### src/rtl/apb_pkg.sv
`timescale 1ns/1ps
// Shared types and default field widths for the APB master bridge.
package apb_pkg;

  typedef enum logic [1:0] {
    StIdle   = 2'd0,
    StSetup  = 2'd1,
    StAccess = 2'd2
  } apb_state_e;

  localparam int unsigned ApbAddrWidth = 8;
  localparam int unsigned ApbDataWidth = 8;
  localparam int unsigned ApbTimeout   = 16;

endpackage

### src/rtl/apb_timeout_cnt.sv
`timescale 1ns/1ps
// Saturating ACCESS-phase wait counter; expired flags the last permitted wait cycle.
module apb_timeout_cnt #(
  parameter int unsigned TIMEOUT = 16
) (
  input  logic clk,
  input  logic rst,
  input  logic clr,
  input  logic en,
  output logic expired
);

  // TIMEOUT=0 still needs a one-bit counter so the declarations stay legal.
  localparam int unsigned CntW = (TIMEOUT > 0) ? $clog2(TIMEOUT + 1) : 1;
  localparam logic [CntW-1:0] CntMax = {CntW{1'b1}};

  logic [CntW-1:0] cnt_q;

  always_ff @(posedge clk or posedge rst) begin
    if (rst) begin
      cnt_q <= '0;
    end else if (clr) begin
      cnt_q <= '0;
    end else if (en && (cnt_q != CntMax)) begin
      cnt_q <= cnt_q + CntW'(1);
    end
  end

  always_comb begin
    expired = 1'b0;
    if (TIMEOUT != 0) begin
      expired = (cnt_q == CntW'(TIMEOUT - 1));
    end
  end

endmodule

### src/rtl/apb_master_bridge.sv
`timescale 1ns/1ps
// Single-outstanding valid/ready to APB requester with ACCESS-phase timeout.
module apb_master_bridge
  import apb_pkg::*;
#(
  parameter int unsigned ADDR_WIDTH = ApbAddrWidth,
  parameter int unsigned DATA_WIDTH = ApbDataWidth,
  parameter int unsigned TIMEOUT    = ApbTimeout
) (
  input  logic                  pclk,
  input  logic                  preset,
  input  logic                  cmd_valid,
  output logic                  cmd_ready,
  input  logic                  cmd_write,
  input  logic [ADDR_WIDTH-1:0] cmd_addr,
  input  logic [DATA_WIDTH-1:0] cmd_wdata,
  output logic                  rsp_valid,
  output logic [DATA_WIDTH-1:0] rsp_rdata,
  output logic                  rsp_slverr,
  output logic                  rsp_timeout,
  output logic                  psel,
  output logic                  penable,
  output logic                  pwrite,
  output logic [ADDR_WIDTH-1:0] paddr,
  output logic [DATA_WIDTH-1:0] pwdata,
  input  logic [DATA_WIDTH-1:0] prdata,
  input  logic                  pready,
  input  logic                  pslverr
);

  apb_state_e state_q, state_d;

  logic                  capture;
  logic                  done;
  logic                  abort;
  logic                  cnt_clr;
  logic                  cnt_en;
  logic                  expired;

  logic                  pwrite_q;
  logic [ADDR_WIDTH-1:0] paddr_q;
  logic [DATA_WIDTH-1:0] pwdata_q;
  logic                  rsp_valid_q;
  logic [DATA_WIDTH-1:0] rsp_rdata_q;
  logic                  rsp_slverr_q;
  logic                  rsp_timeout_q;

  apb_timeout_cnt #(
    .TIMEOUT(TIMEOUT)
  ) u_timeout_cnt (
    .clk     (pclk),
    .rst     (preset),
    .clr     (cnt_clr),
    .en      (cnt_en),
    .expired (expired)
  );

  always_ff @(posedge pclk or posedge preset) begin
    if (preset) begin
      state_q <= StIdle;
    end else begin
      state_q <= state_d;
    end
  end

  // psel/penable decode straight from state so reset drops them without waiting for a clock.
  always_comb begin
    state_d   = state_q;
    cmd_ready = 1'b0;
    psel      = 1'b0;
    penable   = 1'b0;
    capture   = 1'b0;
    done      = 1'b0;
    abort     = 1'b0;
    cnt_clr   = 1'b0;
    cnt_en    = 1'b0;
    unique case (state_q)
      StIdle: begin
        cmd_ready = 1'b1;
        if (cmd_valid) begin
          capture = 1'b1;
          state_d = StSetup;
        end
      end
      StSetup: begin
        psel    = 1'b1;
        cnt_clr = 1'b1;
        state_d = StAccess;
      end
      StAccess: begin
        psel    = 1'b1;
        penable = 1'b1;
        if (pready) begin
          done    = 1'b1;
          state_d = StIdle;
        end else if (expired) begin
          abort   = 1'b1;
          state_d = StIdle;
        end else begin
          cnt_en = 1'b1;
        end
      end
      default: state_d = StIdle;
    endcase
  end

  always_ff @(posedge pclk or posedge preset) begin
    if (preset) begin
      pwrite_q <= 1'b0;
      paddr_q  <= '0;
      pwdata_q <= '0;
    end else if (capture) begin
      pwrite_q <= cmd_write;
      paddr_q  <= cmd_addr;
      // Reads leave pwdata at its previous value.
      if (cmd_write) begin
        pwdata_q <= cmd_wdata;
      end
    end
  end

  always_ff @(posedge pclk or posedge preset) begin
    if (preset) begin
      rsp_valid_q   <= 1'b0;
      rsp_rdata_q   <= '0;
      rsp_slverr_q  <= 1'b0;
      rsp_timeout_q <= 1'b0;
    end else begin
      rsp_valid_q <= done || abort;
      if (done) begin
        rsp_rdata_q   <= pwrite_q ? '0 : prdata;
        rsp_slverr_q  <= pslverr;
        rsp_timeout_q <= 1'b0;
      end else if (abort) begin
        rsp_rdata_q   <= '0;
        rsp_slverr_q  <= 1'b1;
        rsp_timeout_q <= 1'b1;
      end
    end
  end

  assign pwrite      = pwrite_q;
  assign paddr       = paddr_q;
  assign pwdata      = pwdata_q;
  assign rsp_valid   = rsp_valid_q;
  assign rsp_rdata   = rsp_rdata_q;
  assign rsp_slverr  = rsp_slverr_q;
  assign rsp_timeout = rsp_timeout_q;

endmodule

### config.mk
export PLATFORM = sky130hd
export DESIGN_NAME = apb_master_bridge
export DESIGN_NICKNAME = d
export VERILOG_FILES = /design/src/rtl/apb_pkg.sv /design/src/rtl/apb_timeout_cnt.sv /design/src/rtl/apb_master_bridge.sv
export SDC_FILE = /design/constraint.sdc
export NUM_CORES = 1
export LEC_CHECK = 0
export ABC_AREA = 1
export ABC_CLOCK_PERIOD_IN_PS = 3650
export CAP_MARGIN = 20
export CORE_ASPECT_RATIO = 1.4
export CORE_MARGIN = 3
export CORE_UTILIZATION = 45
export CTS_CLUSTER_DIAMETER = 80
export DETAILED_ROUTE_END_ITERATION = 6
export PLACE_DENSITY = 0.88
export SYNTH_ARGS = -nofsm -noshare
export SYNTH_HDL_FRONTEND = slang
export SYNTH_SLANG_ARGS = --single-unit
### constraint.sdc
create_clock -name pclk -period 3.65 [get_ports pclk]
set_input_delay 0.5475 -clock pclk [delete_from_list [all_inputs] [get_ports pclk]]
set_output_delay 0.5475 -clock pclk [all_outputs]
set_load 0.02 [all_outputs]
==> run_results.csv, run 1 <==
group,metric,value,unit
run_status,status,"finished clean",
timing,fmax,0.448,GHz
floorplan,die_h,76.1,um
finish,antennaDiodeCount,0,
yosys,synthAdderAreaFrac,5.55,%
yosys,syn_inst,169,
yosys,synth-xor-area-share,0,%
floorplan,dieArea,0.00427,mm^2
finish,nFillCells,257,
timing,fin_tns_setup,0,ns
power_and_ir_drop,ir_drop,602,uV
place,gp_congestion,0.760,
routing,final_antenna_net_count,0,
timing,slew_violations,0,
finish,multiInputGateArea,599,um^2
finish,final_cells,273,
routing,drt_iter0_drc,33,
yosys,synthMuxAreaShare,0,%
critical_path,cp-start-kind,"register",
cts,clk_latency,0.28,ns
cts,numCtsBuffers,5,
cts,clockBufferDepth,2,
floorplan,start_util,48.7,%
finish,areaGrowthSynthToFinish,43.7,%
finish,postLayoutCellArea,0.00227,mm^2
yosys,yosysWarnings,0,
cts,numClockSinks,35,
critical_path,crit_fanout,5,
yosys,synth_area,0.00158,mm^2
job,cap_violations,0,
timing,setup_slack,1.42,ns
cts,hold_buffers,0,
place,pre_cts_ws,1.71,ns
global_routing,grt_antenna_before_repair,0,
cts,cts.repair.resized,0,
critical_path,worst_setup_path_end_kind,"output pin",
yosys,synthDistinctLibCells,24,
power_and_ir_drop,p_per_area,776,mW/mm^2
timing,fin_skew,0.00385,ns
place,portBuffers,60,
routing,wl_per_cell,12.8,um
critical_path,cp.arrival,1.68,ns
timing,period_share,61.1,%
finish,nets,270,
power_and_ir_drop,totalPowerFinal,1.76,mW
timing,maxSlewHeadroom,70.6,%
cts,cts_max_level,2,
power_and_ir_drop,total_leakage_power,1.11,nW
routing,firstDrtPassIters,4,
timing,hold_violations,0,
routing,vias,1350,
global_routing,grt_pass1_vias,1370,
routing,viasPerCell,4.95,
timing,worstMarginPinSlew,0.440,ns
routing,drc,0,
cts,cts_setup_buffers,0,
yosys,syn_avg_cell_area,9.34,um^2
floorplan,fp.dieW,56.1,um
place,dp.final_hpwl,2610,um
routing,totalWireLength,3490,um
finish,drive_above_1_share,8.12,%
timing,rsz0062_at_grt,"no",
global_routing,track_usage,18.1,%
floorplan,ioPinCount,61,
critical_path,required,3.10,ns
global_routing,grt_overflow,0,
place,place_area,0.00219,mm^2
timing,setup_viol,0,
floorplan,core,0.00324,mm^2
timing,hold_ws,0.468,ns
yosys,synth_compound_area_share,5.47,%
yosys,synth-simple-area-share,26.9,%
global_routing,grt_max_degree,36,
finish,final_util,70.0,%
yosys,synth_fp_nets,206,
global_routing,grt_pass1_wl,6200,um
yosys,synth_top_family_by_area,"simple AND/OR/NAND/NOR gates",
cts,cts_tree,"built",
finish,seqCellArea,876,um^2
cts,root_buffer,"clkbuf_8",
floorplan,rows,24,
worst_hold_path,hold_class,"reg -> reg",
yosys,synth_seq_cells,35,
cts,clk_pin_slew,0.06,ns
place,placed_cells,265,
yosys,yosysSeqAreaShare,55.5,%
critical_path,criticalPathCategory,"reg -> out",
timing,period_minus_slack,2.23,ns
-- where the power goes --
group	switching, mW	internal [mW]
registers	0.0823	0.539
clock network	0.129	0.134
logic	0.485	0.392
total	0.697	1.06
-- synthesized netlist by cell type, drive strengths merged --
| cell | instances | area [um^2] |
|---|---|---|
| nand2 | 71 | 279 |
| dfrtp | 35 | 876 |
| nand3 | 15 | 85.1 |
| o21ai | 14 | 77.6 |
| inv | 12 | 52.6 |
| ha | 7 | 87.6 |
| buf | 4 | 47.5 |
| nand4 | 3 | 18.8 |
| nor2 | 3 | 21.3 |
| nand3b | 2 | 15.0 |
| clkinv | 1 | 3.75 |
| o22a | 1 | 8.76 |
| or2 | 1 | 6.26 |
-- critical path, cell delays in order (launching register included) --
cell and delay (ns):
dfrtp_1 0.40, inv_1 0.11, ha_1 0.26, clkdlybuf4s50_1 0.64
-- cell usage in the layout (no fill, tap or decap), types with 2 or more instances in the layout --
cell type,count
clkbuf_8,5
ha_1,7
nand3_2,2
nand2_1,68
inv_1,10
nand3b_1,2
nand3_1,13
o21ai_1,2
nand2_2,2
o21ai_0,10
o21ai_2,2
clkbuf_1,2
clkdlybuf4s50_1,60
nand4_1,3
dfrtp_1,35
-- layer usage --
layer / wire, um / up-vias / share of wire, % / track usage, %
met5: 0 / - / 0 / 0
met3: 150 / 7 / 4.3 / 2.71
li1: - / 667 / - / -
met1: 1450 / 630 / 42 / 21.3
met2: 1820 / 46 / 52 / 31.7
met4: 70 / 0 / 2.0 / 8.55
-- cell type report --
class | count | area share, %
sequential | 35 | 38.6
timing repair buffer | 61 | 26.8
multi-input combinational | 117 | 26.4
clock buffer | 7 | 3.36
inverter | 13 | 2.48
tap | 39 | 2.15
clock inverter | 1 | 0.221
-- worst paths after layout --
| check | depth (start not counted) | from | end | slack (ns) |
|---|---|---|---|---|
| min reg2reg | 2 | pwdata[0] | pwdata[0] | 0.47 |
| max in group asynchronous | 3 | preset | u_timeout_cnt.cnt_q[0] | 2.67 |
| max | 3 | state_q[0] | penable | 1.42 |
| min in group asynchronous | 3 | preset | rsp_rdata[0] | 0.67 |
| min | 2 | pwdata[0] | pwdata[0] | 0.47 |
| max reg2reg | 9 | u_timeout_cnt.cnt_q[0] | rsp_rdata[5] | 2.02 |
-- logic make-up after synthesis --
group	Yosys count
DFF	35
buffers and inverters	17
adders and majority gates	7
AOI/OAI and AO/OA	15
and+or+nand+nor	95
-- registers in the layout, summed over array words and instances (netlist names) --
signal / count
rsp_slverr: 1
pwdata: 8
paddr: 8
rsp_timeout: 1
pwrite: 1
rsp_valid: 1
u_timeout_cnt.cnt_q: 5
rsp_rdata: 8
state_q: 2
Note: power is estimated with default switching activity, not from simulation.
==> inputs of run 2 (changes only) <==
--- a/config.mk
+++ b/config.mk
@@ -6,14 +6,14 @@
 export NUM_CORES = 1
 export LEC_CHECK = 0
 export ABC_AREA = 1
-export ABC_CLOCK_PERIOD_IN_PS = 3650
+export ABC_CLOCK_PERIOD_IN_PS = 2120
 export CAP_MARGIN = 20
 export CORE_ASPECT_RATIO = 1.4
 export CORE_MARGIN = 3
-export CORE_UTILIZATION = 45
+export CORE_UTILIZATION = 43
 export CTS_CLUSTER_DIAMETER = 80
 export DETAILED_ROUTE_END_ITERATION = 6
-export PLACE_DENSITY = 0.88
+export PLACE_DENSITY = 0.85
 export SYNTH_ARGS = -nofsm -noshare
 export SYNTH_HDL_FRONTEND = slang
 export SYNTH_SLANG_ARGS = --single-unit
==> constraint.sdc (replaced) <==
create_clock -name pclk -period 2.12 [get_ports pclk]
set_input_delay 0.318 -clock pclk [delete_from_list [all_inputs] [get_ports pclk]]
set_output_delay 0.318 -clock pclk [all_outputs]
set_load 0.02 [all_outputs]
==> run 2 against run 1 <==
Utilization fell by 2.7 points; largest cell class unchanged; flip-flop and latch count stayed put; critical path depth unchanged; sequential share of layout area decreased by 0.75 points; global-route usage decreased by 0.21 points; worst hold slack got worse by 0.047 ns; sequential power up 74%.
==> run_results.csv, run 2 (same netlist as run 1, synthesis figures left out) <==
group,metric,value,unit
place,pre_cts_ws,0.408,ns
cts,numClockSinks,35,
routing,viasPerCell,4.95,
timing,worstMarginPinSlew,0.439,ns
routing,firstDrtPassIters,5,
timing,hold_violations,0,
critical_path,r2r-end,"rsp_rdata[3]",
floorplan,start_util,45.9,%
cts,clk_latency,0.28,ns
timing,setup_slack,0.0981,ns
cts,hold_buffers,0,
place,gp_congestion,0.707,
timing,setup_viol,0,
finish,most-common-layout-cells,"nand2_1, clkdlybuf4s50_1, dfrtp_1",
timing,period_share,95.4,%
critical_path,r2r_cells,9,
cts,clk_pin_slew,0.07,ns
cts,cts.repair.resized,0,
finish,areaGrowthSynthToFinish,46.6,%
critical_path,required,1.80,ns
cts,cts_max_level,2,
worst_hold_path,hold_class,"in -> async",
global_routing,grt_overflow,0,
critical_path,crit_fanout,5,
finish,nets,271,
power_and_ir_drop,totalPowerFinal,3.21,mW
power_and_ir_drop,total_leakage_power,1.14,nW
routing,vias,1360,
global_routing,grt_pass1_wl,6240,um
routing,wl_per_cell,12.7,um
job,cap_violations,0,
timing,maxSlewHeadroom,70.7,%
timing,period_minus_slack,2.02,ns
floorplan,ioPinCount,61,
floorplan,die_h,77.7,um
critical_path,criticalPathCategory,"reg -> out",
timing,fmax,0.495,GHz
routing,drc,0,
run_status,status,"finished clean",
cts,root_buffer,"clkbuf_8",
place,dp.final_hpwl,2610,um
global_routing,grt_pass1_vias,1412,
critical_path,worst_setup_path_end_kind,"output pin",
critical_path,r2r_slack,0.47,ns
floorplan,dieArea,0.00445,mm^2
power_and_ir_drop,p_per_area,1390,mW/mm^2
cts,numCtsBuffers,5,
timing,fin_skew,0.00454,ns
routing,drt_iter0_drc,45,
finish,antennaDiodeCount,0,
global_routing,track_usage,17.9,%
finish,nFillCells,294,
place,portBuffers,60,
critical_path,cp-start-kind,"register",
critical_path,worstSetupStartpoint,"state_q[0]",
floorplan,rows,25,
routing,totalWireLength,3500,um
global_routing,grt_antenna_before_repair,0,
timing,slew_violations,0,
routing,final_antenna_net_count,0,
cts,cts_tree,"built",
floorplan,core,0.00344,mm^2
global_routing,grt_max_degree,36,
power_and_ir_drop,ir_drop,838,uV
critical_path,cp.arrival,1.70,ns
critical_path,crit_end,"penable",
finish,layout_commonest_cell,"nand2_1",
floorplan,fp.dieW,57.2,um
critical_path,r2r-start,"u_timeout_cnt.cnt_q[0]",
cts,clockBufferDepth,2,
timing,rsz0062_at_grt,"no",
finish,drive_above_1_share,9.36,%
cts,cts_setup_buffers,0,
timing,fin_tns_setup,0,ns
## run 2: cell types whose count changed in the layout (fill, tap and decap cells not counted), sizes merged
cell | before | now
buf | 1 | 2
bufinv | 0 | 1
clkbuf | 7 | 6
## run 2: layer usage
layer,track usage [%],up-vias,part of all wire (%)
li1,-,669,-
met2,31.2,52,54
met3,6.16,5,6.6
met4,6.26,0,1.5
met1,19.9,634,38
met5,0,-,0
## run 2: area by class of cell
cell class | count | area [um^2] | area share (%)
clock inverter | 2 | 35.0 | 1.51
inverter | 13 | 56.3 | 2.43
tap | 40 | 50.0 | 2.16
timing repair buffer | 62 | 616 | 26.6
sequential | 35 | 876 | 37.8
multi-input combinational | 117 | 599 | 25.9
clock buffer | 6 | 82.6 | 3.57
## run 2: how the worst min path moves through the flow
stage               depth (start not counted)        end  slack, ns
global placement                            2  pwdata[0]       0.45
floorplan                                   2   paddr[0]       0.43
finish                                      3   paddr[0]       0.42
detailed placement                          2  pwdata[3]       0.46
global route                                3   paddr[0]       0.48
CTS                                         3  pwdata[1]       0.43
## run 2: power by group
group	leakage, nW	switching (mW)	internal, mW
Sequential	0.447	0.152	0.928
Clock	0.0612	0.239	0.380
Combinational	0.627	0.829	0.677
## run 2: through the flow
step	cells	util, %	area [um^2]	hold slack (ns)
detailed placement	267	63.9	2200	0.463
CTS	275	67.3	2310	0.434
global route	275	67.3	2310	0.477
finish	275	67.3	2310	0.421
floorplan	169	-	1580	0.428
global placement	267	63.9	2200	0.454
## run 2: critical path: stages, from the launching register on
cell	delay [ns]
dfrtp_1	0.40
inv_1	0.12
ha_1	0.26
clkdlybuf4s50_1	0.64
==> inputs of run 3 (changes only) <==
--- a/config.mk
+++ b/config.mk
@@ -6,14 +6,15 @@
 export NUM_CORES = 1
 export LEC_CHECK = 0
 export ABC_AREA = 1
-export ABC_CLOCK_PERIOD_IN_PS = 2120
+export ABC_CLOCK_PERIOD_IN_PS = 1700
 export CAP_MARGIN = 20
 export CORE_ASPECT_RATIO = 1.4
 export CORE_MARGIN = 3
-export CORE_UTILIZATION = 43
+export CORE_UTILIZATION = 39
+export CTS_BUF_LIST = sky130_fd_sc_hd__clkbuf_8 sky130_fd_sc_hd__clkbuf_16
 export CTS_CLUSTER_DIAMETER = 80
 export DETAILED_ROUTE_END_ITERATION = 6
-export PLACE_DENSITY = 0.85
+export PLACE_DENSITY = 0.81
 export SYNTH_ARGS = -nofsm -noshare
 export SYNTH_HDL_FRONTEND = slang
 export SYNTH_SLANG_ARGS = --single-unit
==> constraint.sdc (replaced) <==
create_clock -name pclk -period 1.7 [get_ports pclk]
set_input_delay 0.255 -clock pclk [delete_from_list [all_inputs] [get_ports pclk]]
set_output_delay 0.255 -clock pclk [all_outputs]
set_load 0.02 [all_outputs]
==> run 3 against run 2 <==
Routed wire length down 3.0%; clock skew down 0.0020 ns; flip-flop and latch count unchanged; critical endpoint is now psel; highest routed layer unchanged.
==> run_results.csv, run 3 (same netlist as run 1, synthesis figures left out) <==
group,metric,value,unit
timing,fin_tns_setup,0,ns
finish,nFillCells,327,
critical_path,r2r_cells,9,
cts,cts_tree,"built",
floorplan,start_util,41.8,%
global_routing,grt-busiest-layer,"met2",
power_and_ir_drop,total_leakage_power,1.15,nW
place,dp.final_hpwl,2480,um
timing,fmax,0.622,GHz
finish,most-common-layout-cells,"nand2_1, clkdlybuf4s50_1, dfrtp_1",
global_routing,track_usage,15.0,%
cts,numCtsBuffers,5,
power_and_ir_drop,seqPwrFrac,34.8,%
finish,antennaDiodeCount,0,
cts,clockBufferDepth,2,
critical_path,cp.arrival,1.35,ns
cts,cts_max_level,2,
timing,rsz0062_at_grt,"no",
timing,period_minus_slack,1.61,ns
cts,root_buffer,"clkbuf_8",
timing,hold_violations,0,
floorplan,fp.dieW,59.8,um
routing,viasPerCell,4.79,
place,portBuffers,60,
routing,wl_per_cell,12.1,um
critical_path,r2r-start,"u_timeout_cnt.cnt_q[0]",
floorplan,rows,26,
routing,drt_iter0_drc,39,
routing,drc,0,
finish,final_cells,280,
finish,nets,274,
critical_path,cp-start-kind,"register",
global_routing,grt_max_degree,36,
cts,numClockSinks,35,
floorplan,dieArea,0.00486,mm^2
global_routing,grt_antenna_before_repair,0,
place,placed_cells,271,
timing,fin_skew,0.00254,ns
finish,final_util,61.5,%
critical_path,crit_fanout,3,
finish,layout_commonest_cell,"nand2_1",
cts,clk_pin_slew,0.07,ns
power_and_ir_drop,p_sw_share,38.8,%
timing,maxSlewHeadroom,70.3,%
global_routing,grt_pass1_vias,1303,
routing,vias,1341,
timing,slew_violations,0,
global_routing,grt_overflow,0,
critical_path,r2r-end,"rsp_rdata[4]",
job,cap_violations,0,
timing,worstMarginPinSlew,0.446,ns
critical_path,worst_setup_path_end_kind,"output pin",
floorplan,core,0.00377,mm^2
routing,totalWireLength,3400,um
global_routing,use_met3,5.56,%
power_and_ir_drop,netSwitchingPower,1.49,mW
finish,areaGrowthSynthToFinish,47.1,%
power_and_ir_drop,totalPowerFinal,3.84,mW
power_and_ir_drop,internal_power,2.35,mW
routing,final_antenna_net_count,0,
global_routing,grtUsageMet2,25.0,%
floorplan,ioPinCount,61,
timing,period_share,94.6,%
power_and_ir_drop,combPwrFrac,48.3,%
cts,hold_buffers,0,
critical_path,required,1.44,ns
worst_hold_path,hold_class,"in -> async",
critical_path,criticalPathCategory,"reg -> out",
global_routing,grt_pass1_wl,5600,um
power_and_ir_drop,p_per_area,1650,mW/mm^2
place,gp_congestion,0.748,
floorplan,die_h,81.3,um
routing,firstDrtPassIters,2,
power_and_ir_drop,power_frac_clock,16.9,%
place,pre_cts_ws,0.0685,ns
power_and_ir_drop,ir_drop,906,uV
global_routing,use_met1,17.6,%
critical_path,r2r_slack,0.15,ns
finish,drive_above_1_share,10.9,%
timing,setup_slack,0.0923,ns
timing,setup_viol,0,
cts,clk_latency,0.28,ns
run_status,status,"finished clean",
-- run 3: worst max-delay path, stage by stage (launching register included) --
cell and delay (ns):
dfrtp_1 0.39, inv_1 0.09, ha_1 0.27, dlygate4sd2_1 0.32
-- run 3: layout make-up --
class | count | area (um^2) | area share (%)
clock buffers | 7 | 96.3 | 4.15
clock inverters | 1 | 3.75 | 0.162
inverters | 13 | 56.3 | 2.42
multi-input cells | 117 | 607 | 26.1
flip-flops and latches | 35 | 876 | 37.7
well taps | 42 | 52.6 | 2.26
repair buffers | 65 | 631 | 27.2
-- run 3: power groups by stage --
stage	Combinational, mW	Clock (mW)	Sequential, mW
finish	1.85	0.648	1.34
global route	2.03	0.701	1.37
CTS	1.88	0.670	1.34
detailed placement	1.91	0	1.34
global placement	1.88	0	1.34
floorplan	0.705	0	1.70
-- run 3: how the worst max path moves through the flow --
stage	start	endpoint	slack, ns	depth (start not counted)
after floorplan	u_timeout_cnt.cnt_q[0]	u_timeout_cnt.cnt_q[4]	0.25	9
after global placement	state_q[0]	cmd_ready	0.12	3
after detailed placement	state_q[1]	cmd_ready	0.07	3
after CTS	state_q[1]	cmd_ready	0.04	3
after global routing	state_q[1]	psel	0.009	3
final	state_q[1]	psel	0.09	3
-- run 3: what timing repair did --
item | CTS | global route
pin swaps | 0 | 3
setup buffers | 0 | 1
setup endpoints to repair | 3 | 2
resized for setup | 3 | 4
endpoints found under the hold margin | 0 | 0
-- run 3: per-layer routing --
layer | wire length (um) | up-vias
li1 | - | 672
met4 | 16 | 0
met2 | 1760 | 43
met5 | 0 | -
met3 | 224 | 2
met1 | 1390 | 624
-- run 3: stage by stage --
step	hold slack [ns]	area, um^2
after floorplan	0.365	1580
after global placement	0.454	2210
after detailed placement	0.458	2210
after CTS	0.392	2310
after global routing	0.431	2320
final	0.372	2320
